===== src/rtl/issue_ctrl_pkg.sv =====
`default_nettype none
// +----------------------------------------------------------------------------+
// | Module  : issue_ctrl_pkg                                                   |
// | Brief   : Shared funct codes, mult/div op encoding and FSM states.         |
// | Rev     : 1.0  initial release                                             |
// +----------------------------------------------------------------------------+
package issue_ctrl_pkg;

  localparam logic [5:0] OP_SPECIAL  = 6'h00;
  localparam logic [5:0] FUNCT_MFHI  = 6'h10;
  localparam logic [5:0] FUNCT_MTHI  = 6'h11;
  localparam logic [5:0] FUNCT_MFLO  = 6'h12;
  localparam logic [5:0] FUNCT_MTLO  = 6'h13;
  localparam logic [5:0] FUNCT_MULT  = 6'h18;
  localparam logic [5:0] FUNCT_MULTU = 6'h19;
  localparam logic [5:0] FUNCT_DIV   = 6'h1A;
  localparam logic [5:0] FUNCT_DIVU  = 6'h1B;

  localparam int CNT_W = 6;

  // Bit 1 selects divide, bit 0 selects unsigned (matches funct[0]).
  typedef enum logic [1:0] {
    MD_MULT  = 2'd0,
    MD_MULTU = 2'd1,
    MD_DIV   = 2'd2,
    MD_DIVU  = 2'd3
  } md_op_e;

  typedef enum logic [0:0] {
    ST_IDLE = 1'b0,
    ST_BUSY = 1'b1
  } md_state_e;

  function automatic logic is_hilo_move(input logic [5:0] funct);
    return (funct == FUNCT_MFHI) || (funct == FUNCT_MTHI) ||
           (funct == FUNCT_MFLO) || (funct == FUNCT_MTLO);
  endfunction

endpackage
`default_nettype wire


===== src/rtl/issue_ctrl_md_counter.sv =====
`default_nettype none
// +----------------------------------------------------------------------------+
// | Module  : md_counter                                                       |
// | Brief   : Loadable down-counter with zero flag; saturates at zero.         |
// | Rev     : 1.0  initial release                                             |
// +----------------------------------------------------------------------------+
module md_counter
  import issue_ctrl_pkg::*;
#(
  parameter int WIDTH = CNT_W
) (
  input  logic             clk,
  input  logic             rst,
  input  logic             load,
  input  logic [WIDTH-1:0] load_val,
  input  logic             dec,
  output logic             zero
);

  logic [WIDTH-1:0] r_count;

  always_ff @(posedge clk or negedge rst) begin
    if (!rst) begin
      r_count <= '0;
    end else if (load) begin
      r_count <= load_val;
    end else if (dec && (r_count != '0)) begin
      r_count <= r_count - 1'b1;
    end
  end

  assign zero = (r_count == '0);

endmodule
`default_nettype wire


===== src/rtl/issue_ctrl.sv =====
`default_nettype none
// +----------------------------------------------------------------------------+
// | Module  : issue_ctrl                                                       |
// | Brief   : ID-stage hazard detection and mult/div issue sequencing.         |
// |           ISSUE_CTRL_DIV_EN enables DIV/DIVU issue.                        |
// | Rev     : 1.0  initial release                                             |
// +----------------------------------------------------------------------------+
module issue_ctrl
  import issue_ctrl_pkg::*;
#(
  parameter int MULT_CYCLES = 4,
  parameter int DIV_CYCLES  = 32
) (
  input  logic       clk,
  input  logic       rst,
  input  logic       id_valid,
  input  logic [5:0] id_op,
  input  logic [5:0] id_funct,
  input  logic [4:0] id_rs,
  input  logic [4:0] id_rt,
  input  logic       id_rs_read,
  input  logic       id_rt_read,
  input  logic       ex_load,
  input  logic [4:0] ex_wb_addr,
  input  logic       flush,
  output logic       stall_req,
  output logic       bubble,
  output logic       md_start,
  output logic [1:0] md_op,
  output logic       md_busy,
  output logic       md_done
);

  localparam logic [CNT_W-1:0] c_mult_load = CNT_W'(MULT_CYCLES - 1);
  localparam logic [CNT_W-1:0] c_div_load  = CNT_W'(DIV_CYCLES - 1);

  md_state_e r_state;
  md_op_e    r_md_op;
  logic      r_run;

  logic      w_special;
  logic      w_is_mult;
  logic      w_is_div;
  logic      w_is_md;
  logic      w_is_hilo;
  logic      w_load_use;
  logic      w_hilo_hazard;
  logic      w_issue_ok;
  logic      w_stall;
  logic      w_md_start;
  logic      w_busy;
  logic      w_cnt_zero;
  md_op_e    w_op;
  logic [CNT_W-1:0] w_load_val;

  assign w_special = (id_op == OP_SPECIAL);
  assign w_is_mult = w_special &&
                     ((id_funct == FUNCT_MULT) || (id_funct == FUNCT_MULTU));
`ifdef ISSUE_CTRL_DIV_EN
  assign w_is_div  = w_special &&
                     ((id_funct == FUNCT_DIV) || (id_funct == FUNCT_DIVU));
`else
  assign w_is_div  = 1'b0;
`endif
  assign w_is_md   = w_is_mult || w_is_div;
  assign w_is_hilo = (w_special && is_hilo_move(id_funct)) || w_is_md;
  assign w_op      = md_op_e'({w_is_div, id_funct[0]});

  assign w_load_use = ex_load && (ex_wb_addr != 5'd0) &&
                      ((id_rs_read && (id_rs == ex_wb_addr)) ||
                       (id_rt_read && (id_rt == ex_wb_addr)));

  assign w_busy        = (r_state == ST_BUSY);
  assign w_hilo_hazard = w_busy && w_is_hilo;

  // r_run is cleared by reset so every pulse output reads 0 while rst is low.
  assign w_issue_ok = r_run && id_valid && !flush;
  assign w_stall    = w_issue_ok && (w_load_use || w_hilo_hazard);
  assign w_md_start = w_issue_ok && w_is_md && !w_stall;
  assign w_load_val = w_is_div ? c_div_load : c_mult_load;

  assign stall_req = w_stall;
  assign bubble    = w_stall;
  assign md_start  = w_md_start;
  assign md_op     = w_md_start ? w_op : r_md_op;
  assign md_busy   = w_busy;
  assign md_done   = w_busy && w_cnt_zero;

  md_counter #(
    .WIDTH (CNT_W)
  ) u_md_counter (
    .clk      (clk),
    .rst      (rst),
    .load     (w_md_start),
    .load_val (w_load_val),
    .dec      (w_busy),
    .zero     (w_cnt_zero)
  );

  always_ff @(posedge clk or negedge rst) begin
    if (!rst) begin
      r_state <= ST_IDLE;
      r_md_op <= MD_MULT;
      r_run   <= 1'b0;
    end else begin
      r_run <= 1'b1;
      if (w_md_start) begin
        r_md_op <= w_op;
      end
      case (r_state)
        ST_IDLE: if (w_md_start) r_state <= ST_BUSY;
        ST_BUSY: if (w_cnt_zero) r_state <= ST_IDLE;
        default: r_state <= ST_IDLE;
      endcase
    end
  end

endmodule
`default_nettype wire

===== config.mk =====
export PLATFORM = sky130hd
export DESIGN_NAME = issue_ctrl
export DESIGN_NICKNAME = d
export VERILOG_FILES = /design/src/rtl/issue_ctrl_pkg.sv /design/src/rtl/issue_ctrl_md_counter.sv /design/src/rtl/issue_ctrl.sv
export SDC_FILE = /design/constraint.sdc
export NUM_CORES = 1
export LEC_CHECK = 0
export BUFFER_PORTS_ARGS = -buffer_cell sky130_fd_sc_hd__buf_4
export CELL_PAD_IN_SITES_DETAIL_PLACEMENT = 1
export CELL_PAD_IN_SITES_GLOBAL_PLACEMENT = 2
export CORE_ASPECT_RATIO = 1.1
export CORE_MARGIN = 4
export CORE_UTILIZATION = 21
export DETAILED_ROUTE_END_ITERATION = 10
export PLACE_DENSITY_LB_ADDON = 0.25
export SYNTH_ARGS = -nofsm -noshare
export SYNTH_HDL_FRONTEND = slang
export SYNTH_HIERARCHICAL = 1
export SYNTH_SLANG_ARGS = --single-unit

===== constraint.sdc =====
create_clock -name clk -period 2.09 [get_ports clk]
set_clock_uncertainty 0.15 [all_clocks]
set_input_delay 0.1045 -clock clk [delete_from_list [all_inputs] [get_ports clk]]
set_output_delay 0.1045 -clock clk [all_outputs]
set_load 0.005 [all_outputs]

; Yosys cells after proc, flatten, opt, wreduce, memory -nomap -nowiden
; Index checks and enable logic that the tools add are counted.
[totals]
reg_bits = 10
[op_classes]
n_addsub = 1
n_eq_ne = 8
mux = 6
bitwise_logic = 1
reduce_logical = 28
[op_table]
columns = operator, count
row1 = "6-bit by 5-bit == test with 1-bit output, second input constant", 6
row2 = 1-bit logical AND, 14
row3 = 6-bit logical NOT, 2
row4 = 6-bit 2-to-1 mux, 2
row5 = 5-bit == test, 2
row6 = 1-bit logical OR, 7
row7 = 6-bit nonzero test, 1
row8 = "6-bit by 1-bit subtractor with 6-bit output, second input constant", 1
row9 = 5-bit nonzero test, 1
row10 = 1-bit logical NOT, 2
row11 = 1-bit 2-to-1 mux, 2
row12 = 2-bit 2-to-1 mux, 1
row13 = 1-bit case mux with 2 select lines, 1
row14 = 2-bit nonzero test, 1
row15 = 1-bit inverter, 1

; Longest topological paths before layout
[logic_depth]
depth_word = 13
ltp_mapped = 8
depth_no_buf = 7

; Modules after synthesis
; Netlist, hierarchy kept.
[modules_own_cells]
columns = mod, instances, cells_each, area_each_um2, seq_area_each_um2
row1 = md_counter, 1, 44, 395.4, 150.1
row2 = issue_ctrl, 1, 40, 360.3, 100.1

; Worst setup path after synthesis
; Ideal clock, no wire load.
[synth_timing]
path_type = reg2reg
from = register r_state, in the netlist md_busy
to = register u_md_counter.r_count[3]
arrival_time_ns = 2.015
setup_slack_ns = -0.208
stages_incl_launch_ff = 7
n_path_buf = 1
synth_period_minus_slack_ns = 2.298
cell_sequence = dfrtp_1 > or4b_2 > a211oi_4 > buf_1 > inv_1 > o211ai_1 > o211ai_1
[synth_via]
elab_chain_cells = 6
elab_cells_between_ends = 8
[synth_lines]
columns = item, line
row1 = from (decl), issue_ctrl.sv:37  ; md_state_e r_state;
row2 = from (signal assigned), issue_ctrl.sv:102  ; r_state <= ST_IDLE;
row3 = from (signal assigned), issue_ctrl.sv:111  ; ST_IDLE: if (w_md_start) r_state <= ST_BUSY;
row4 = from (signal assigned), issue_ctrl.sv:112  ; ST_BUSY: if (w_cnt_zero) r_state <= ST_IDLE;
row5 = 1-bit logical AND *, issue_ctrl.sv:74  ; assign w_hilo_hazard = w_busy && w_is_hilo;
row6 = 1-bit logical OR *, issue_ctrl.sv:78  ; assign w_stall = w_issue_ok && (w_load_use || w_hilo_hazard);
row7 = 1-bit logical AND *, issue_ctrl.sv:78
row8 = 1-bit logical NOT *, issue_ctrl.sv:79  ; assign w_md_start = w_issue_ok && w_is_md && !w_stall;
row9 = 1-bit logical AND *, issue_ctrl.sv:79
row10 = net md_start, issue_ctrl.sv:28  ; output logic md_start,
row11 = 6-bit 2-to-1 mux or 2-bit nonzero test (tied branches), --
row12 = to (signal assigned), issue_ctrl_md_counter.sv:26  ; r_count <= load_val;
row13 = to (signal assigned), issue_ctrl_md_counter.sv:28  ; r_count <= r_count - 1'b1;
row14 = to (decl), issue_ctrl_md_counter.sv:20  ; logic [WIDTH-1:0] r_count;
; The timed path passes the listed nets; every way through them passes the cells marked *.
; A chain may end at the register's enable or synchronous reset.

; Worst setup path after layout
[layout_timing]
from = register r_run
to = output md_op[0]
[layout_via]
elab_chain_cells = 6
elab_cells_between_ends = 7
[layout_lines]
columns = item, line
row1 = from (decl), issue_ctrl.sv:39  ; logic r_run;
row2 = from (signal assigned), issue_ctrl.sv:104  ; r_run <= 1'b0;
row3 = from (signal assigned), issue_ctrl.sv:106  ; r_run <= 1'b1;
row4 = 1-bit logical AND * (2 in series), issue_ctrl.sv:77  ; assign w_issue_ok = r_run && id_valid && !flush;
row5 = 1-bit logical AND, issue_ctrl.sv:78
row6 = 1-bit logical NOT, issue_ctrl.sv:79
row7 = 1-bit logical AND *, issue_ctrl.sv:79
row8 = 2-bit 2-to-1 mux *, issue_ctrl.sv:85  ; assign md_op = w_md_start ? w_op : r_md_op;
row9 = to (decl), issue_ctrl.sv:29  ; output logic [1:0] md_op,
; Mark *: on every way between the ends. The rest lies on a longest branch, timed or not.

==> results by group <==
Min path
  • Worst hold path type: input pin to asynchronous set/reset pin

Setup path
  • Crit path kind: register to primary output
  • Slowest-stage cell, CP: or4b_4
  • Worst Setup End Kind: primary output
  • Critical Path Start Type: register
  • Buffers & Inverters on Critical Path: 1
  • CP Max Fanout: 2
  • CP cell instances: nand3b_1, or4b_4, a211oi_4, mux2_4, buf_6
  • Worst EP arrival: 1.88 ns
  • WP data required: 1.84 ns
  • Worst path top cell family by delay: simple AND/OR/NAND/NOR gates
  • Worst path max stage delay: 0.51 ns

Placement
  • Inst Count DP: 177
  • Port Buf Inserts: 40
  • DP HPWL: 1930 um
  • Routability cong.: 0.706

Layout
  • Multi-input logic area: 510 sq um
  • Fill count: 438
  • # diodes: 0
  • Area Overhead vs Synth: 71.4%
  • Share of layout cells above drive strength 1: 43.7%
  • Commonest cells after routing, fill and taps aside: 44 x buf_4, 10 x xnor2_1, 9 x dfrtp_1, 7 x nand2_1, 7 x conb_1
  • Most common cell after layout, fill and taps aside: buf_4
  • Post-Layout Cell Count: 190
  • NumNets Final: 179
  • Register area: 251 sq um

CTS
  • Num Clock Sinks: 10
  • CTS Buffer Depth: 2
  • Worst-path clk slew: 0.07 ns
  • Max H-tree Level: 1
  • Cts bufs inserted: 3
  • Skew-Pair Late Insertion Delay: 0.28 ns
  • CTS root buffer: clkbuf_4
  • CTS tree: yes

Global route
  • Largest net degree at the start of global routing: 12
  • Initial antenna violation count: 0
  • Vias in the first global route: 900
  • Total grt overflow: 0
  • First-pass GRT wire length: 3930 um
  • Total global-route track usage: 10.8%

Synth
  • Syn Inst Count: 84
  • Yosys cell types: 38
  • Synthesized area: 756 sq um
  • Post-synth ARST share: 100%
  • Post-synth EDFFs: 0
  • Yosys warns: 6
  • Synth Flop Type: dfrtp_1
  • FF+latch count, synth: 10
  • Register area share after synthesis: 33.1%
  • Syn Area/Cell: 9.00 sq um

Timing
  • Final setup viols: 2
  • Max-slew violations: 0
  • Final worst path period share: 102%
  • Final Hold Viols: 0
  • RSZ-0062 raised after global routing: true
  • Final min period: 2.14 ns
  • Maximum clock rate: 468 MHz
  • Setup ws final: -0.0464 ns

Routing
  • # DRC: 0
  • Final ANT Viol Nets: 0
  • Wire length per cell: 12.5 um
  • DRT Pass-1 Iters: 3
  • DR vias: 842
  • Routed wire length: 2380 um
  • Via-to-Cell Ratio: 4.43
  • Number of DRC markers in iteration 0: 22

Die
  • Initial Util: 22.1%
  • Die area: 4620 sq um
  • Core area: 3410 sq um
  • I/O pin total: 41
  • Die Width: 65.2 um
  • Num rows: 22
  • Die H: 70.9 um

Outcome
  • Failing checks: setup timing
  • Outcome: finished, violations left

Power
  • Cell leakage power: 0.000579 uW
  • Peak VDD IR: 0.000142 V
  • PwrDens: 375 nW/um^2
  • Pwr Total: 486 uW

Run
  • Maxcap violations: 0
## what timing repair did
item,in CTS,in global routing
endpoints found under the hold margin,11,0
hold buffers,2,0
endpoints found under the setup margin,3,5
pin swaps,2,1
buffers inserted,2,5
resized for setup,1,9
## metrics by stage
stage                     hold WS [ns]  utilization, %  setup TNS, ns  area (sq um)  worst slack (ns)
after floorplan                 -0.341               -              0           787            0.0588
after global placement          -0.205            33.6              0          1150            0.0690
after detailed placement        -0.206            33.6              0          1150          0.000523
after CTS                       0.0382            35.8        -0.0872          1220           -0.0868
after global routing            0.0574            37.9         -0.479          1290            -0.135
final                           0.0451            37.9        -0.0578          1290           -0.0464
## kinds of logic after synthesis
| kind of cell | after synthesis | share of synthesized area [%] |
|---|---|---|
| AND/OR/NAND/NOR | 32 | 25.0 |
| AO/OA/AOI/OAI | 19 | 19.4 |
| XOR/XNOR | 10 | 11.6 |
| flip-flops | 10 | 33.1 |
| buffers and inverters | 8 | 4.64 |
| adder cells (fa/ha/maj) | 2 | 3.31 |
| other | 2 | 0.994 |
| multiplexers | 1 | 1.99 |
## final cells by class
| cell class | instances | area share [%] |
|---|---|---|
| repair buffers | 52 | 32.3 |
| flip-flops and latches | 10 | 19.4 |
| well taps | 48 | 4.64 |
| clock buffers | 4 | 2.80 |
| multi-input cells | 71 | 39.4 |
| inverters | 5 | 1.45 |
## power breakdown
| part | internal [uW] | total [uW] | switching, uW |
|---|---|---|---|
| clock network | 106 | 186 | 80.3 |
| logic | 64.7 | 101 | 36.0 |
| registers | 197 | 199 | 1.98 |
| total | 368 | 486 | 118 |
## cells in the mapped netlist (2+ instances only)
master	count	share of area [%]
a21oi_1	3	2.0
a31oi_1	2	1.7
conb_1	2	0.99
dfrtp_1	10	33
ha_1	2	3.3
inv_1	5	2.5
nand2_1	7	3.5
nand4_1	2	1.7
nor2_1	5	2.5
o2111ai_1	2	2.3
o211ai_1	2	2.0
o22ai_1	2	1.7
o31ai_1	2	2.0
or3b_1	2	2.3
or4_1	4	4.0
xnor2_1	10	12
## per-layer routing
| layer | track usage [%] | vias up | share of wire, % |
|---|---|---|---|
| met5 | 0 | - | 0 |
| met4 | 6.22 | 0 | 2.6 |
| met3 | 3.02 | 5 | 6.9 |
| met2 | 17.7 | 32 | 50 |
| met1 | 12.6 | 390 | 40 |
| li1 | - | 415 | - |
## final timing paths
check,startpoint,endpoint,slack (ns),cells past startpoint
min in group clk,id_funct[1],r_md_op[0],0.15,4
setup reg to reg,r_run,u_md_counter/r_count[0],0.07,9
max in group asynchronous,rst,md_busy,1.59,2
hold / removal,rst,u_md_counter/r_count[5],0.05,2
hold reg to reg,r_md_op[0],r_md_op[0],0.36,1
setup / recovery,r_run,md_op[0],-0.05,5
## worst reg2reg max path: stages (launching register included)
cell and delay (ns):
dfrtp_1 0.33, nand3b_1 0.10, or4b_4 0.51, a211oi_4 0.21, buf_4 0.17, buf_6 0.09
buf_6 0.09, nor3b_2 0.04, a21oi_1 0.13, nand3_1 0.09
## state kept, by name, indices dropped and copies added (netlist names)
signal,flops
u_md_counter/r_count,6
r_run,1
md_busy,1
r_md_op,2
Power figures use the tool's default switching activity.
